**src/rtl/pc_fetch_sequencer.sv**
```systemverilog
// Program counter owner and single-entry fetch sequencer: fetches one instruction
// at a time from instruction memory and holds it for decode until accepted or redirected.
module pc_fetch_sequencer #(
    parameter int INST_ADDR_WIDTH = 16,
    parameter int INST_WIDTH      = 16,
    parameter logic [INST_ADDR_WIDTH-1:0] RESET_PC = '0
) (
    input  logic                       clk,
    input  logic                       rst,
    output logic                       imem_req,
    output logic [INST_ADDR_WIDTH-1:0] imem_addr,
    input  logic                       imem_ready,
    input  logic [INST_WIDTH-1:0]      imem_data,
    output logic                       inst_valid,
    input  logic                       inst_ready,
    output logic [INST_WIDTH-1:0]      inst_out,
    output logic [INST_ADDR_WIDTH-1:0] inst_pc,
    input  logic                       branch_taken,
    input  logic [INST_ADDR_WIDTH-1:0] branch_addr,
    output logic                       flush,
    output logic [1:0]                 state_dbg
);

    // Handshakes: a fetch completes on an edge with imem_req && imem_ready; decode
    // accepts on an edge with inst_valid && inst_ready. Neither side may retract early.
    typedef enum logic [1:0] {
        IDLE     = 2'd0,
        FETCH    = 2'd1,
        HOLD     = 2'd2,
        REDIRECT = 2'd3
    } state_t;

    state_t                     state;
    logic [INST_ADDR_WIDTH-1:0] pc;

    assign imem_addr = pc;
    assign state_dbg = state;

    always_ff @(posedge clk or posedge rst) begin
        if (rst) begin
            state      <= IDLE;
            pc         <= RESET_PC;
            imem_req   <= 1'b0;
            inst_valid <= 1'b0;
            inst_out   <= '0;
            inst_pc    <= '0;
            flush      <= 1'b0;
        end else begin
            case (state)
                IDLE: begin
                    imem_req <= 1'b1;
                    state    <= FETCH;
                end
                FETCH: begin
                    if (branch_taken) begin
                        // Any data returned alongside the redirect is dropped.
                        pc         <= branch_addr;
                        imem_req   <= 1'b0;
                        inst_valid <= 1'b0;
                        flush      <= 1'b1;
                        state      <= REDIRECT;
                    end else if (imem_ready) begin
                        inst_out   <= imem_data;
                        inst_pc    <= pc;
                        inst_valid <= 1'b1;
                        pc         <= pc + 1'b1;
                        imem_req   <= 1'b0;
                        state      <= HOLD;
                    end
                end
                HOLD: begin
                    if (branch_taken) begin
                        pc         <= branch_addr;
                        inst_valid <= 1'b0;
                        flush      <= 1'b1;
                        state      <= REDIRECT;
                    end else if (inst_ready) begin
                        inst_valid <= 1'b0;
                        imem_req   <= 1'b1;
                        state      <= FETCH;
                    end
                end
                REDIRECT: begin
                    // A newer branch replaces the pending target and extends the flush.
                    if (branch_taken) begin
                        pc <= branch_addr;
                    end else begin
                        flush    <= 1'b0;
                        imem_req <= 1'b1;
                        state    <= FETCH;
                    end
                end
                default: begin
                    imem_req   <= 1'b0;
                    inst_valid <= 1'b0;
                    flush      <= 1'b0;
                    state      <= IDLE;
                end
            endcase
        end
    end

endmodule

```
**config.mk**
```make
export PLATFORM = sky130hd
export DESIGN_NAME = pc_fetch_sequencer
export DESIGN_NICKNAME = d
export VERILOG_FILES = /design/src/rtl/pc_fetch_sequencer.sv
export SDC_FILE = /design/constraint.sdc
export NUM_CORES = 1
export LEC_CHECK = 0
export BUFFER_PORTS_ARGS = -buffer_cell sky130_fd_sc_hd__buf_2
export CORE_MARGIN = 2
export CORE_UTILIZATION = 50
export DETAILED_ROUTE_END_ITERATION = 7
export GPL_TIMING_DRIVEN = 0
export PLACE_DENSITY = 0.8
export REMOVE_ABC_BUFFERS = 1
export SETUP_SLACK_MARGIN = 0.5
export SYNTH_ARGS = -nofsm -noshare
export SYNTH_HDL_FRONTEND = slang
export SYNTH_SLANG_ARGS = --single-unit
```
**constraint.sdc**
```tcl
create_clock -name clk -period 2.75 [get_ports clk]
set_clock_uncertainty 0.05 [all_clocks]
set_input_delay 0.1375 -clock clk [delete_from_list [all_inputs] [get_ports clk]]
set_output_delay 0.1375 -clock clk [all_outputs]
set_load 0.01 [all_outputs]
```
==> flow_metrics.py <==
metrics = {
    "hold_path": {
        "min_path_type": "in -> reg",
    },
    "clock_tree": {
        "htree_num_levels": 2,
        "clk_latency_ns": 0.30,
        "cts_tree": "yes",
        "cts_buffers": 5,
        "clkTransAtPathRegs_ns": 0.09,
        "cts-root-buf": "clkbuf_8",
        "clock-sinks": 53,
        "cts_buffer_depth": 2,
    },
    "synth": {
        "ys_async_sr_fraction_pct": 100,
        "synth_seq_cells": 53,
        "ys_top_cells_by_area": "dfrtp_1 (52%), mux2_2 (13%), a21oi_1 (3.9%)",
        "synth_area_leader_cell": "dfrtp_1",
        "synthCells": 243,
        "synth_edf_count": 0,
        "synth_seq_area_share_pct": 52.0,
        "synth_top_flop_cell": "dfrtp_1",
        "synth.cell_area_um2": 2550,
        "yosys.area.top_type_share_pct": 52.0,
        "yosysWarnings": 0,
        "avgSynthCellArea_um2": 10.5,
        "ys_types": 40,
    },
    "finish": {
        "drive_above_1_share_pct": 44.1,
        "nets": 380,
        "instances_no_fill": 407,
        "area_growth_pct": 29.0,
        "mostFrequentLayoutCell": "buf_2",
        "final_util_pct": 68.3,
        "antenna_cells": 0,
        "layout_common_cells": "buf_2 (89), dfrtp_1 (51), mux2_2 (29), nand2_1 (22), a21oi_1 (20)",
        "fillers": 400,
    },
    "sta": {
        "min_period_ns": 2.18,
        "finalSetupViolations": 0,
        "worst_slack_ns": 0.570,
        "max_slew_margin_pct": 59.2,
        "tightest_slew_ns": 0.595,
        "finalCritPeriodShare_pct": 79.3,
        "hold_viol": 0,
        "slew_viol_final": 0,
        "fmax_mhz": 459,
        "worst_hold_slack_ns": 0.00755,
        "rsz0062_at_grt": "no",
    },
    "global_routing": {
        "grt_pass1_vias": 2016,
        "antenna_found_initial": 0,
        "grt_usage_pct": 20.3,
        "grt_pass1_wl_um": 8840,
        "grt_max_degree": 39,
        "grt_overflow": 0,
    },
    "worst_setup_path": {
        "critical_path_class": "reg -> reg",
        "worstPathRequired_ns": 2.87,
        "crit_path_end_kind": "flop",
        "path_max_fanout": 8,
        "arrival_ns": 2.30,
        "crit_path_start_kind": "flop",
    },
    "run": {
        "cap_violations": 0,
    },
    "power": {
        "p_total_w": 0.00386,
        "peakVddDrop_uv": 621,
        "leakage_nw": 1.52,
        "power.density_cell_area_nw_per_um2": 1170,
    },
    "routing": {
        "vias": 2255,
        "drtIter0Drc": 162,
        "wl_per_cell_um": 15.1,
        "postRouteAntennaNets": 0,
        "drc": 0,
        "wl_um": 6130,
        "drt-pass1-iter-count": 4,
        "vias_per_cell": 5.54,
    },
    "die": {
        "die_area_um2": 5690,
        "die-width_um": 75.4,
        "initial_core_util_pct": 52.9,
        "die_h_um": 75.4,
        "fp-row-count": 25,
        "io_pins": 90,
        "core_area_um2": 4820,
    },
    "placement": {
        "port_buffers": 89,
        "dpl.hpwl_um": 4070,
        "dp_cells": 387,
        "post-place-ws_ns": 0.153,
        "gp_congestion": 0.790,
    },
    "run_status": {
        "status": "finished, final reports clean",
    },
}
[what timing repair did]
action                                 in CTS  in global routing
hold buffers                                1                  1
resized for setup                           3                  8
endpoints found under the hold margin      23                  1
setup buffers                               2                  7
setup endpoints to repair                  35                  9
cloned                                      0                  1
pin swaps                                   0                  2
[per-stage QoR]
step	area [um^2]	TNS [ns]
after CTS	3190	0
after detailed placement	3070	0
final	3290	0
after global placement	3020	-12.29
after floorplan	2490	-1.00
after global routing	3290	0
[cell type report]
type                    count  area (um^2)  share of cell area [%]
multi-input cells         165         1180                    36.0
repair buffers            102          564                    17.2
well taps                  67         83.8                    2.55
clock inverters             1         7.51                   0.228
flip-flops and latches     53         1330                    40.4
clock buffers               7         76.3                    2.32
inverters                  12         45.0                    1.37
[final timing paths]
check / endpoint / depth (start not counted) / startpoint / slack, ns
max in group asynchronous: state_dbg[1] / 4 / rst / 1.73
worst min-delay path: inst_out[7] / 2 / imem_data[7] / 0.008
worst max register to register: imem_addr[11] / 5 / state_dbg[1] / 0.57
worst min register to register: inst_pc[13] / 2 / inst_pc[13] / 0.43
min in group asynchronous: inst_out[15] / 3 / rst / 0.37
worst max-delay path: imem_addr[11] / 5 / state_dbg[1] / 0.57
[flip-flops by register name (all words and copies together), names as in the netlist]
name and cells:
flush 1, imem_addr 16, imem_req 1, inst_out 16, inst_pc 16, inst_valid 1, state_dbg 2
[worst max-delay path: stages (launching register included)]
cell	delay [ns]
dfrtp_2	0.46
ha_2	0.23
or3_4	0.40
or4_4	0.56
o32ai_2	0.25
a21oi_1	0.09
[Yosys cell counts, types with 3 or more instances]
library cell,number
o22ai_1,4
mux2i_1,3
dfrtp_1,53
ha_1,4
clkbuf_1,10
nor4_1,4
a21oi_1,20
or4_1,3
a2bb2oi_1,3
buf_2,3
nand4_1,6
nor2_1,12
inv_1,12
nand2_1,22
o21ai_0,16
mux2_2,29
nand3_1,10
[report_power, final]
group	leakage (nW)	total [W]	internal, W	switching, W
Sequential	0.615	0.00152	0.00117	0.000341
Clock	0.0385	0.000429	0.000181	0.000248
Combinational	0.865	0.00191	0.000891	0.00102
[routing by layer]
metal  vias up  wire (um)  global-route usage [%]  share of wire (%)
li1       1076          -                       -                  -
met1      1090       2670                    25.8                 44
met2        81       3040                    34.2                 50
met3         8        342                    4.50                5.6
met4         0         76                    7.21                1.2
met5         -          0                       0                  0
[logic make-up (layout without fill, tap and decap cells)]
logic type,Yosys count,in the layout,synth area share [%]
adder cells (fa/ha/maj),4,4,1.96
buffers and inverters,26,122,4.02
AND/OR/NAND/NOR,69,70,13.4
AO/OA/AOI/OAI,59,59,14.6
multiplexers,32,32,14.0
flip-flops,53,53,52.0
(Power assumes the default switching activity.)
